==> src/rtl/normalizer_arbiter.sv <==
// -----------------------------------------------------------------------------
// normalizer_arbiter
//
// Purpose:
//   Lets the ADD and MUL datapaths share one combinational normalizer.
//   A round-robin arbiter picks at most one requester per cycle and steers its
//   unnormalized exponent/fraction onto norm_calc_*. The normalizer result
//   (norm_*) comes back in the same cycle. It is written, with the tag and
//   the source ID, into a 2-entry FIFO that feeds the rounding stage.
//
// Ports:
//   clk, reset_n                  clock, asynchronous active-low reset
//   add_valid/add_ready           ADD request handshake
//   add_exponent/_fraction/_tag   ADD operands (fraction is xx.x(47))
//   mul_valid/mul_ready           MUL request handshake
//   mul_exponent/_fraction/_tag   MUL operands
//   norm_calc_exponent/_fraction  operands presented to the normalizer
//   norm_exponent/_fraction       normalizer result (combinational return)
//   out_valid/out_ready           FIFO head handshake toward rounding
//   out_exponent/_fraction/_tag   FIFO head payload
//   out_source                    FIFO head origin, 0 = ADD, 1 = MUL
//   occupancy                     FIFO entry count, 0..2
//
// Handshake semantics (all interfaces): a transfer happens on a rising clock
// edge where valid and ready are both high. A producer keeps its payload
// stable while valid is high and ready is low. ready here depends only on
// registered state and on the other requester's valid. It never depends on
// out_ready.
// -----------------------------------------------------------------------------
module normalizer_arbiter #(
   parameter int TAG_WIDTH = 4
) (
   input  logic                 clk,
   input  logic                 reset_n,

   input  logic                 add_valid,
   output logic                 add_ready,
   input  logic [9:0]           add_exponent,
   input  logic [48:0]          add_fraction,
   input  logic [TAG_WIDTH-1:0] add_tag,

   input  logic                 mul_valid,
   output logic                 mul_ready,
   input  logic [9:0]           mul_exponent,
   input  logic [48:0]          mul_fraction,
   input  logic [TAG_WIDTH-1:0] mul_tag,

   output logic [9:0]           norm_calc_exponent,
   output logic [48:0]          norm_calc_fraction,
   input  logic [9:0]           norm_exponent,
   input  logic [48:0]          norm_fraction,

   output logic                 out_valid,
   input  logic                 out_ready,
   output logic [9:0]           out_exponent,
   output logic [48:0]          out_fraction,
   output logic [TAG_WIDTH-1:0] out_tag,
   output logic                 out_source,
   output logic [1:0]           occupancy
);

   // Source encoding, also used for the last-grant register.
   localparam logic SRC_ADD = 1'b0;
   localparam logic SRC_MUL = 1'b1;

   // FIFO storage, two entries addressed by 1-bit pointers.
   logic [9:0]           r_exp  [2];
   logic [48:0]          r_frac [2];
   logic [TAG_WIDTH-1:0] r_tag  [2];
   logic                 r_src  [2];
   logic                 r_wr_ptr;
   logic                 r_rd_ptr;
   logic [1:0]           r_count;

   // Source of the most recent accept; reset to MUL so ADD wins first.
   logic                 r_last_grant;

   logic                 w_space;
   logic                 w_add_acc;
   logic                 w_mul_acc;
   logic                 w_push;
   logic                 w_pop;
   logic [TAG_WIDTH-1:0] w_push_tag;

   // Space comes only from the registered count. A pop in this cycle frees
   // a slot for the next cycle, not for this one.
   assign w_space = (r_count != 2'd2);

   // Round robin: a requester wins when it is alone, or when the other
   // requester was served last. The two readies are never both high while
   // both valids are high, so at most one handshake happens per cycle.
   assign add_ready = w_space && (!mul_valid || (r_last_grant == SRC_MUL));
   assign mul_ready = w_space && (!add_valid || (r_last_grant == SRC_ADD));

   assign w_add_acc = add_valid && add_ready;
   assign w_mul_acc = mul_valid && mul_ready;
   assign w_push    = w_add_acc || w_mul_acc;
   assign w_pop     = out_valid && out_ready;

   // ADD operands are the default. The normalizer input is therefore
   // defined in idle cycles too.
   assign norm_calc_exponent = w_mul_acc ? mul_exponent : add_exponent;
   assign norm_calc_fraction = w_mul_acc ? mul_fraction : add_fraction;
   assign w_push_tag         = w_mul_acc ? mul_tag      : add_tag;

   always_ff @(posedge clk or negedge reset_n) begin
      if (!reset_n) begin
         for (int i = 0; i < 2; i++) begin
            r_exp[i]  <= '0;
            r_frac[i] <= '0;
            r_tag[i]  <= '0;
            r_src[i]  <= 1'b0;
         end
         r_wr_ptr     <= 1'b0;
         r_rd_ptr     <= 1'b0;
         r_count      <= 2'd0;
         r_last_grant <= SRC_MUL;
      end else begin
         if (w_push) begin
            r_exp[r_wr_ptr]  <= norm_exponent;
            r_frac[r_wr_ptr] <= norm_fraction;
            r_tag[r_wr_ptr]  <= w_push_tag;
            r_src[r_wr_ptr]  <= w_mul_acc ? SRC_MUL : SRC_ADD;
            r_wr_ptr         <= ~r_wr_ptr;
            r_last_grant     <= w_mul_acc ? SRC_MUL : SRC_ADD;
         end
         if (w_pop) begin
            r_rd_ptr <= ~r_rd_ptr;
         end
         case ({w_push, w_pop})
            2'b10:   r_count <= r_count + 2'd1;
            2'b01:   r_count <= r_count - 2'd1;
            default: r_count <= r_count;
         endcase
      end
   end

   // The head is read straight from storage. It cannot change while it
   // waits for out_ready, because only a pop moves r_rd_ptr and the tail is
   // always a different slot when count is 1.
   assign out_valid    = (r_count != 2'd0);
   assign out_exponent = r_exp[r_rd_ptr];
   assign out_fraction = r_frac[r_rd_ptr];
   assign out_tag      = r_tag[r_rd_ptr];
   assign out_source   = r_src[r_rd_ptr];
   assign occupancy    = r_count;

endmodule

==> config.mk <==
export PLATFORM = sky130hd
export DESIGN_NAME = normalizer_arbiter
export DESIGN_NICKNAME = d
export VERILOG_FILES = /design/src/rtl/normalizer_arbiter.sv
export SDC_FILE = /design/constraint.sdc
export NUM_CORES = 1
export LEC_CHECK = 0
export CORE_UTILIZATION = 37
export CTS_CLUSTER_SIZE = 14
export DETAILED_ROUTE_END_ITERATION = 6
export HOLD_SLACK_MARGIN = 0.08
export PLACE_DENSITY = 0.77
export SLEW_MARGIN = 20
export SYNTH_ARGS = -nofsm -noshare
export SYNTH_HDL_FRONTEND = slang
export SYNTH_SLANG_ARGS = --single-unit
==> constraint.sdc <==
create_clock -name clk -period 1.6 [get_ports clk]
set_input_delay 0.24 -clock clk [delete_from_list [all_inputs] [get_ports clk]]
set_output_delay 0.24 -clock clk [all_outputs]
set_load 0.02 [all_outputs]
---- Word level (Yosys, flattened, before mapping) ----
Cells that the tools add are included.
operators by class
  add/subtract/negate cells ............... 2
  equal/unequal tests ..................... 3
  reductions and logical operators ........ 13
  bitwise operators ....................... 5
  magnitude comparators ................... 3
  multiplexer cells ....................... 29
operator list
  operator                                                                      count
  49-bit 2-to-1 mux                                                             5
  98-bit bitwise mux                                                            1
  10-bit 2-to-1 mux                                                             5
  49-bit demux with 1-bit select                                                1
  20-bit bitwise mux                                                            1
  4-bit 2-to-1 mux                                                              5
  10-bit demux with 1-bit select                                                1
  8-bit bitwise mux                                                             1
  1-bit logical AND                                                             6
  1-bit 2-to-1 mux                                                              5
  4-bit demux with 1-bit select                                                 1
  2-bit >= comparator, second input constant                                    2
  1-bit NOT with 2-bit output                                                   2
  2-bit case mux with 2 select lines                                            1
  2-bit nonzero test                                                            2
  1-bit logical OR                                                              3
  1-bit NOT                                                                     3
  2-bit by 1-bit adder with 2-bit output, second input constant                 1
  2-bit bitwise mux                                                             1
  2-bit by 1-bit == test with 1-bit output, second input constant               1
  2-bit == test, second input constant                                          1
  1-bit logical NOT                                                             2
  2-bit by 1-bit less-than comparator with 1-bit output, second input constant  1
  2-bit != test, second input constant                                          1
  2 further kinds                                                               2
storage, ports and cells
  word-level logic and storage cells ...... 67
  flip-flop bits (word level) ............. 133
  output and inout bits ................... 128
  bits of input ports ..................... 190

---- Logic depth before layout (Yosys ltp) ----
Gate-level depths: netlist of the first run.
  depth after elaboration ................. 7
  depth in mapped cells ................... 8
  gate-level depth less buffers ........... 6

---- Worst setup path after synthesis of the first run ----
Ideal clock, no wire load.
  kind .................................... register to output
  from .................................... register r_count[0] (netlist: occupancy[0])
  to ...................................... output port norm_calc_fraction[38]
  required time ........................... 1.360 ns
  cell stages (with the launch flop) ...... 6
  setup slack ............................. -0.333 ns
  arrival ................................. 1.693 ns
  buffers on the path ..................... 2
  cell sequence ........................... dfrtp_1 nand2b_1 nand3_1 buf_4 buf_2 mux2_2
between the ends
  cells in the longest elaborated chain, start to end .. 4
RTL lines
  element                 line  text
  from (decl)             73    logic [1:0] r_count;
  from (signal assigned)  131   2'b10: r_count <= r_count + 2'd1;
  from (signal assigned)  132   2'b01: r_count <= r_count - 2'd1;
  from (signal assigned)  133   default: r_count <= r_count;
  2-bit != test           87    assign w_space = (r_count != 2'd2);
  1-bit logical AND       93    assign mul_ready = w_space && (!add_valid || (r_last_grant == SRC_ADD));
  1-bit logical AND       96    assign w_mul_acc = mul_valid && mul_ready;
  49-bit 2-to-1 mux       103   assign norm_calc_fraction = w_mul_acc ? mul_fraction : add_fraction;
  to (decl)               49    output logic [48:0] norm_calc_fraction,
Every way passes these cells.

---- Final worst setup path of the first run ----
  from .................................... register r_last_grant
  to ...................................... output port norm_calc_fraction[35]
between the ends
  cells in the longest elaborated chain, start to end .. 5
RTL lines
  element                 line  text
  from (decl)             76    logic r_last_grant;
  from (signal assigned)  125   r_last_grant <= w_mul_acc ? SRC_MUL : SRC_ADD;
  1-bit NOT               93
  1-bit logical OR        93
  1-bit logical AND       93
  1-bit logical AND       96
  49-bit 2-to-1 mux       103
Every way passes these cells.

==> impl_metrics.env, run 1 <==
export IMPL_end_kind="output pin"
export IMPL_fin_crit_sh_pct=136
export IMPL_setup_tns_ns=-101.88
export IMPL_placed_area_sq_um=10500
export IMPL_final_cells=1120
export IMPL_cp_data_arrival_time_ns=1.93
export IMPL_period_needed_ns=2.17
export IMPL_clockBufferDepth=2
export IMPL_drt_iter0_markers=186
export IMPL_hold_viol_final=0
export IMPL_wl_per_cell_um=24.2
export IMPL_synth_most_common_cell="mux2_2"
export IMPL_place_ws_ns=-0.818
export IMPL_p_per_area_nw_per_um2=2300
export IMPL_netlist_area_sq_um=6670
export IMPL_area_growth_pct=97.5
export IMPL_initial_core_util_pct=38.3
export IMPL_cts_sinks=133
export IMPL_grt_remaining_overflow=0
export IMPL_drt_wl_total_um=27100
export IMPL_clock_skew_ns=0.00693
export IMPL_grt_use_total_pct=26.3
export IMPL_multi_input_area_sq_um=3990
export IMPL_setup_slack_ns=-0.573
export IMPL_grt_max_degree=35
export IMPL_async_flop_share_pct=100
export IMPL_cts_max_level=4
export IMPL_maxSlewHeadroom_pct=62.4
export IMPL_core_sq_um=17400
export IMPL_synth_distinct_cells=27
export IMPL_nNetsFinal=1070
export IMPL_netlist_top_cells_area="dfrtp_1, mux2_2, mux2_4"
export IMPL_synth_edf_count=0
export IMPL_die_width_um=136
export IMPL_nFillCells=1037
export IMPL_grt_pass1_wl_um=35500
export IMPL_hold_class="primary input to asynchronous set/reset pin"
export IMPL_drt_pass1_iter_count=4
export IMPL_synth_top_area_share_pct=49.5
export IMPL_dieHeight_um=136
export IMPL_io_pins=318
export IMPL_setup_violations=258
export IMPL_drcViolationCount=0
export IMPL_ys_top_cells_by_count="mux2_2, dfrtp_1, a31oi_1"
export IMPL_ys_seq_area_share_pct=49.9
export IMPL_max_cap_viol_count=0
export IMPL_globalplace_congestion=0.872
export IMPL_rows=48
export IMPL_die_area_sq_um=18600
export IMPL_ys_ff_latch=133
export IMPL_status="complete, but fails checks"
export IMPL_slew_viol_final=0
export IMPL_cp_start_kind="flop"
export IMPL_max_freq_mhz=460
export IMPL_yosysWarningCount=0
export IMPL_cts_clk_slew_worst_paths_ns=0.06
export IMPL_clk_latency_ns=0.42
export IMPL_synth_main_ff_cell="dfrtp_1"
export IMPL_io_buffers=317
export IMPL_antenna_found_initial=4
export IMPL_synth_nets=647
export IMPL_avgSynthCellArea_sq_um=14.6
export IMPL_worstSetupPathType="flop to output pin"
export IMPL_tightest_slew_ns=0.559
export IMPL_synthCells=456
export IMPL_route_antenna_remaining_nets=0
export IMPL_cts_buffers_inserted=17
export IMPL_vias_per_cell=5.19
export IMPL_final_area_sq_um=13200
export IMPL_cts_tree="done"
export IMPL_reg2reg_slack_ns=-0.49
export IMPL_post_place_cells=1010
export IMPL_leakagePower_nw=6.17
export IMPL_clockRootBuffer="clkbuf_16"
export IMPL_dp_final_hpwl_um=16300
export IMPL_rsz0062_at_grt="yes"
export IMPL_yosys_area_top_type="dfrtp_1"
export IMPL_grt_pass1_vias=6285
export IMPL_cp_required_ns=1.36
export IMPL_path_max_fanout=6
export IMPL_ir_worst_vdd_v=0.00135
export IMPL_violations="negative setup slack"
export IMPL_num_vias=5816
export IMPL_drive_gt1_share_pct=60.4
export IMPL_fin_hold_ws_ns=0.324
export IMPL_seq_area_sq_um=3330
[worst max-delay path, cell delays in order (launching register included)]
cell and delay, ns:
dfstp_2 0.56, nand2_4 0.08, nand3_4 0.17, buf_6 0.16, buf_6 0.10, mux2_4 0.30, buf_6 0.13
[power breakdown]
group | total [mW] | switching, mW | internal, mW
combinational | 20.1 | 7.98 | 12.2
clock | 3.85 | 1.52 | 2.32
sequential | 6.31 | 1.15 | 5.16
total | 30.3 | 10.6 | 19.6
[final cells by class]
class / count / area share (%)
timing repair buffer: 434 / 37.7
multi-input combinational: 291 / 30.3
sequential: 133 / 25.3
clock buffer: 19 / 3.36
tap: 225 / 2.14
clock inverter: 12 / 1.01
antenna: 4 / 0.0760
inverter: 2 / 0.0570
[cells in the final DEF, fill, tap and decap left out, drive strengths merged, types with 4 or more instances in the layout]
cell type / count
dfrtp: 132
nand4: 4
clkdlybuf4s50: 187
buf: 236
diode: 4
clkbuf: 27
mux2: 243
o31ai: 4
a31oi: 16
clkinv: 7
[final timing paths]
kind / startpoint / cells past startpoint / endpoint
worst max register to register: occupancy[1] / 9 / r_exp[7]
worst max-delay path: r_last_grant / 6 / norm_calc_fraction[35]
worst min-delay path: reset_n / 2 / r_frac[56]
min in group clk: mul_tag[2] / 3 / r_tag[2]
worst min register to register: r_frac[56] / 1 / r_frac[56]
max in group asynchronous: reset_n / 3 / r_last_grant
[sequential cells by signal, summed over array words and instances, names as in the netlist]
name          cells
r_last_grant      1
r_exp            20
r_src             2
r_frac           98
r_rd_ptr          1
r_wr_ptr          1
r_tag             8
occupancy         2
[per-stage QoR]
| step | total power, mW | utilization, % |
|---|---|---|
| 3_5_place_dp | 19.9 | 60.3 |
| 3_3_place_gp | 19.5 | 60.3 |
| 4_1_cts | 26.6 | 68.7 |
| 6_report | 30.3 | 75.6 |
| 5_1_grt | 31.4 | 75.6 |
| 2_1_floorplan | 14.3 | - |
[metal layers]
metal	track usage (%)	wire [um]	part of all wire [%]	vias up
met5	0	0	0	-
met4	12.3	774	2.9	0
met3	5.48	1320	4.9	44
met2	47.5	14800	55	233
met1	29.2	10200	38	3009
li1	-	-	-	2530
[cells by family after synthesis]
kind of cell	synth area share [%]
buf+inv	3.57
xor+xnor	0.657
simple gates	1.86
flops	49.9
mux	41.6
fa+ha+maj	0.188
compound gates	2.18
[what timing repair did]
item,in CTS,in global routing
setup endpoints to repair,254,258
gates cloned,11,9
setup buffers,43,23
endpoints found under the hold margin,29,0
pin swaps,4,6
hold buffers,1,0
gates resized for setup,759,286
(Power assumes the default switching activity.)
==> run 2, diff against run 1 <==
CORE_ASPECT_RATIO = 2   (was unset)
CTS_CLUSTER_DIAMETER = 30   (was unset)
==> impl_metrics.env, run 2 (synthesized netlist as in run 1, its figures left out) <==
export IMPL_status="complete, but fails checks"
export IMPL_violations="negative setup slack"
export IMPL_core_sq_um=17700
export IMPL_drt_iter0_markers=128
export IMPL_p_per_area_nw_per_um2=2310
export IMPL_rsz0062_at_grt="yes"
export IMPL_startpoint="r_last_grant"
export IMPL_initial_core_util_pct=37.7
export IMPL_dieHeight_um=192
export IMPL_endpoint="norm_calc_fraction[24]"
export IMPL_reg_largest_list="r_frac: 98 flops, r_exp: 20 flops, r_tag: 8 flops"
export IMPL_crit_chain="nand2_4 -> nand3_4 -> buf_6 -> clkbuf_16 -> mux2_4 -> buf_6"
export IMPL_route_antenna_remaining_nets=0
export IMPL_nNetsFinal=1056
export IMPL_leakagePower_nw=6.01
export IMPL_cp_required_ns=1.36
export IMPL_reg2reg_depth=7
export IMPL_reg2reg_slack_ns=-0.32
export IMPL_grt_use_total_pct=25.3
export IMPL_critPathBufInv=3
export IMPL_setup_slack_ns=-0.571
export IMPL_max_stage_delay_ns=0.56
export IMPL_antenna_found_initial=4
export IMPL_cts_max_level=4
export IMPL_path_depth=6
export IMPL_cp_top_family="flip-flops"
export IMPL_die_area_sq_um=18600
export IMPL_area_growth_pct=96.8
export IMPL_fin_crit_sh_pct=136
export IMPL_io_pins=318
export IMPL_hold_class="primary input to asynchronous set/reset pin"
export IMPL_drive_gt1_share_pct=60.7
export IMPL_rr_startpoint="occupancy[1]"
export IMPL_ir_worst_vdd_v=0.00116
export IMPL_slew_viol_final=0
export IMPL_period_needed_ns=2.17
export IMPL_clk_latency_ns=0.42
export IMPL_final_area_sq_um=13100
export IMPL_grt_pass1_wl_um=34900
export IMPL_drt_wl_total_um=27400
export IMPL_cts_tree="done"
export IMPL_num_vias=5800
export IMPL_worst_path_most_repeated_cell="buf_6"
export IMPL_cts_clk_slew_worst_paths_ns=0.06
export IMPL_wl_per_cell_um=25.0
export IMPL_die_width_um=96.9
export IMPL_max_freq_mhz=461
export IMPL_path_max_fanout=6
export IMPL_hold_viol_final=0
export IMPL_largest_register_ffs=98
export IMPL_layout_commonest_cell="clkdlybuf4s50_1"
export IMPL_globalplace_congestion=0.896
export IMPL_mostFrequentLayoutCells="clkdlybuf4s50_1, mux2_4, buf_6"
export IMPL_clockRootBuffer="clkbuf_16"
export IMPL_drt_pass1_iter_count=4
export IMPL_clockBufferDepth=2
export IMPL_setup_violations=257
export IMPL_max_cap_viol_count=0
export IMPL_largest_register="r_frac"
export IMPL_grt_pass1_vias=6340
export IMPL_clock_skew_ns=0.00980
export IMPL_cp_data_arrival_time_ns=1.93
export IMPL_maxSlewHeadroom_pct=69.5
export IMPL_rows=69
export IMPL_grt_remaining_overflow=0
export IMPL_drcViolationCount=0
export IMPL_end_kind="output pin"
export IMPL_grt_max_degree=41
export IMPL_cts_buffers_inserted=17
export IMPL_placed_area_sq_um=10400
export IMPL_cts_sinks=133
export IMPL_tightest_slew_ns=0.457
export IMPL_setup_tns_ns=-79.36
export IMPL_io_buffers=317
export IMPL_cp_start_kind="flop"
export IMPL_worstSetupPathType="flop to output pin"
export IMPL_timing_rr_end="r_frac[38]"
export IMPL_dp_final_hpwl_um=16300
export IMPL_crit_slowest_cell="dfstp_2"
export IMPL_vias_per_cell=5.30
## run 2: final cells by class
type	count	area, sq um
timing repair buffer	421	4900
fill	1038	4580
multi-input combinational	290	3980
sequential	133	3330
clock buffer	21	450
tap	213	267
clock inverter	11	174
antenna	4	10.0
inverter	2	7.51
## run 2: power breakdown
group	switching, mW	internal (mW)
Clock	1.51	2.66
Combinational	8.10	11.8
Sequential	1.10	5.16
## run 2: how the worst min path moves through the flow
stage / start / to / slack (ns) / depth (start not counted)
after floorplan: reset_n / occupancy[0] / -0.06 / 0
after global placement: reset_n / r_frac[8] / 0.21 / 1
after detailed placement: reset_n / r_frac[8] / 0.21 / 1
after CTS: reset_n / r_frac[10] / 0.32 / 2
after global routing: reset_n / r_frac[56] / 0.33 / 2
final: reset_n / r_frac[56] / 0.31 / 2
## run 2: worst register-to-register path, delay by kind of cell, from the launching register on
family	cells	cell delay [ns]
and+or+nand+nor	2	0.45
muxes	1	0.30
buffers and inverters	4	0.62
DFF	1	0.43
## run 2: what timing repair did
item                       4_1_cts  5_1_grt
cloned                          11       19
hold buffers                     1        0
buffers inserted                24       29
resized for setup              639      353
setup endpoints to repair      254      258
pin swaps                        7        7
hold endpoints to repair        27        0
## run 2: through the flow
step                hold WS, ns  setup WS, ns  total power, mW  utilization (%)  instances
floorplan               -0.0556        -0.231             14.3                -        456
global placement          0.209        -0.763             19.3             58.7        989
detailed placement        0.214        -0.806             19.7             58.7        989
CTS                       0.325        -0.718             26.1             65.1       1056
global route              0.332        -0.621             31.5             74.1       1095
finish                    0.311        -0.571             30.4             74.1       1095
## run 2: metal layers
| metal | up-vias | track usage [%] | part of all wire [%] | routed length (um) |
|---|---|---|---|---|
| met1 | 2913 | 23.0 | 33 | 8910 |
| met2 | 307 | 49.5 | 57 | 15600 |
| met5 | - | 0 | 0 | 0 |
| met3 | 83 | 4.62 | 4.5 | 1230 |
| met4 | 0 | 17.5 | 6.1 | 1660 |
| li1 | 2497 | - | - | - |
==> run 3, diff against run 2 <==
SLEW_MARGIN = unset   (was 20)
==> results of run 3 <==
The final DEF is identical to that of run 2; final timing and power are the same.
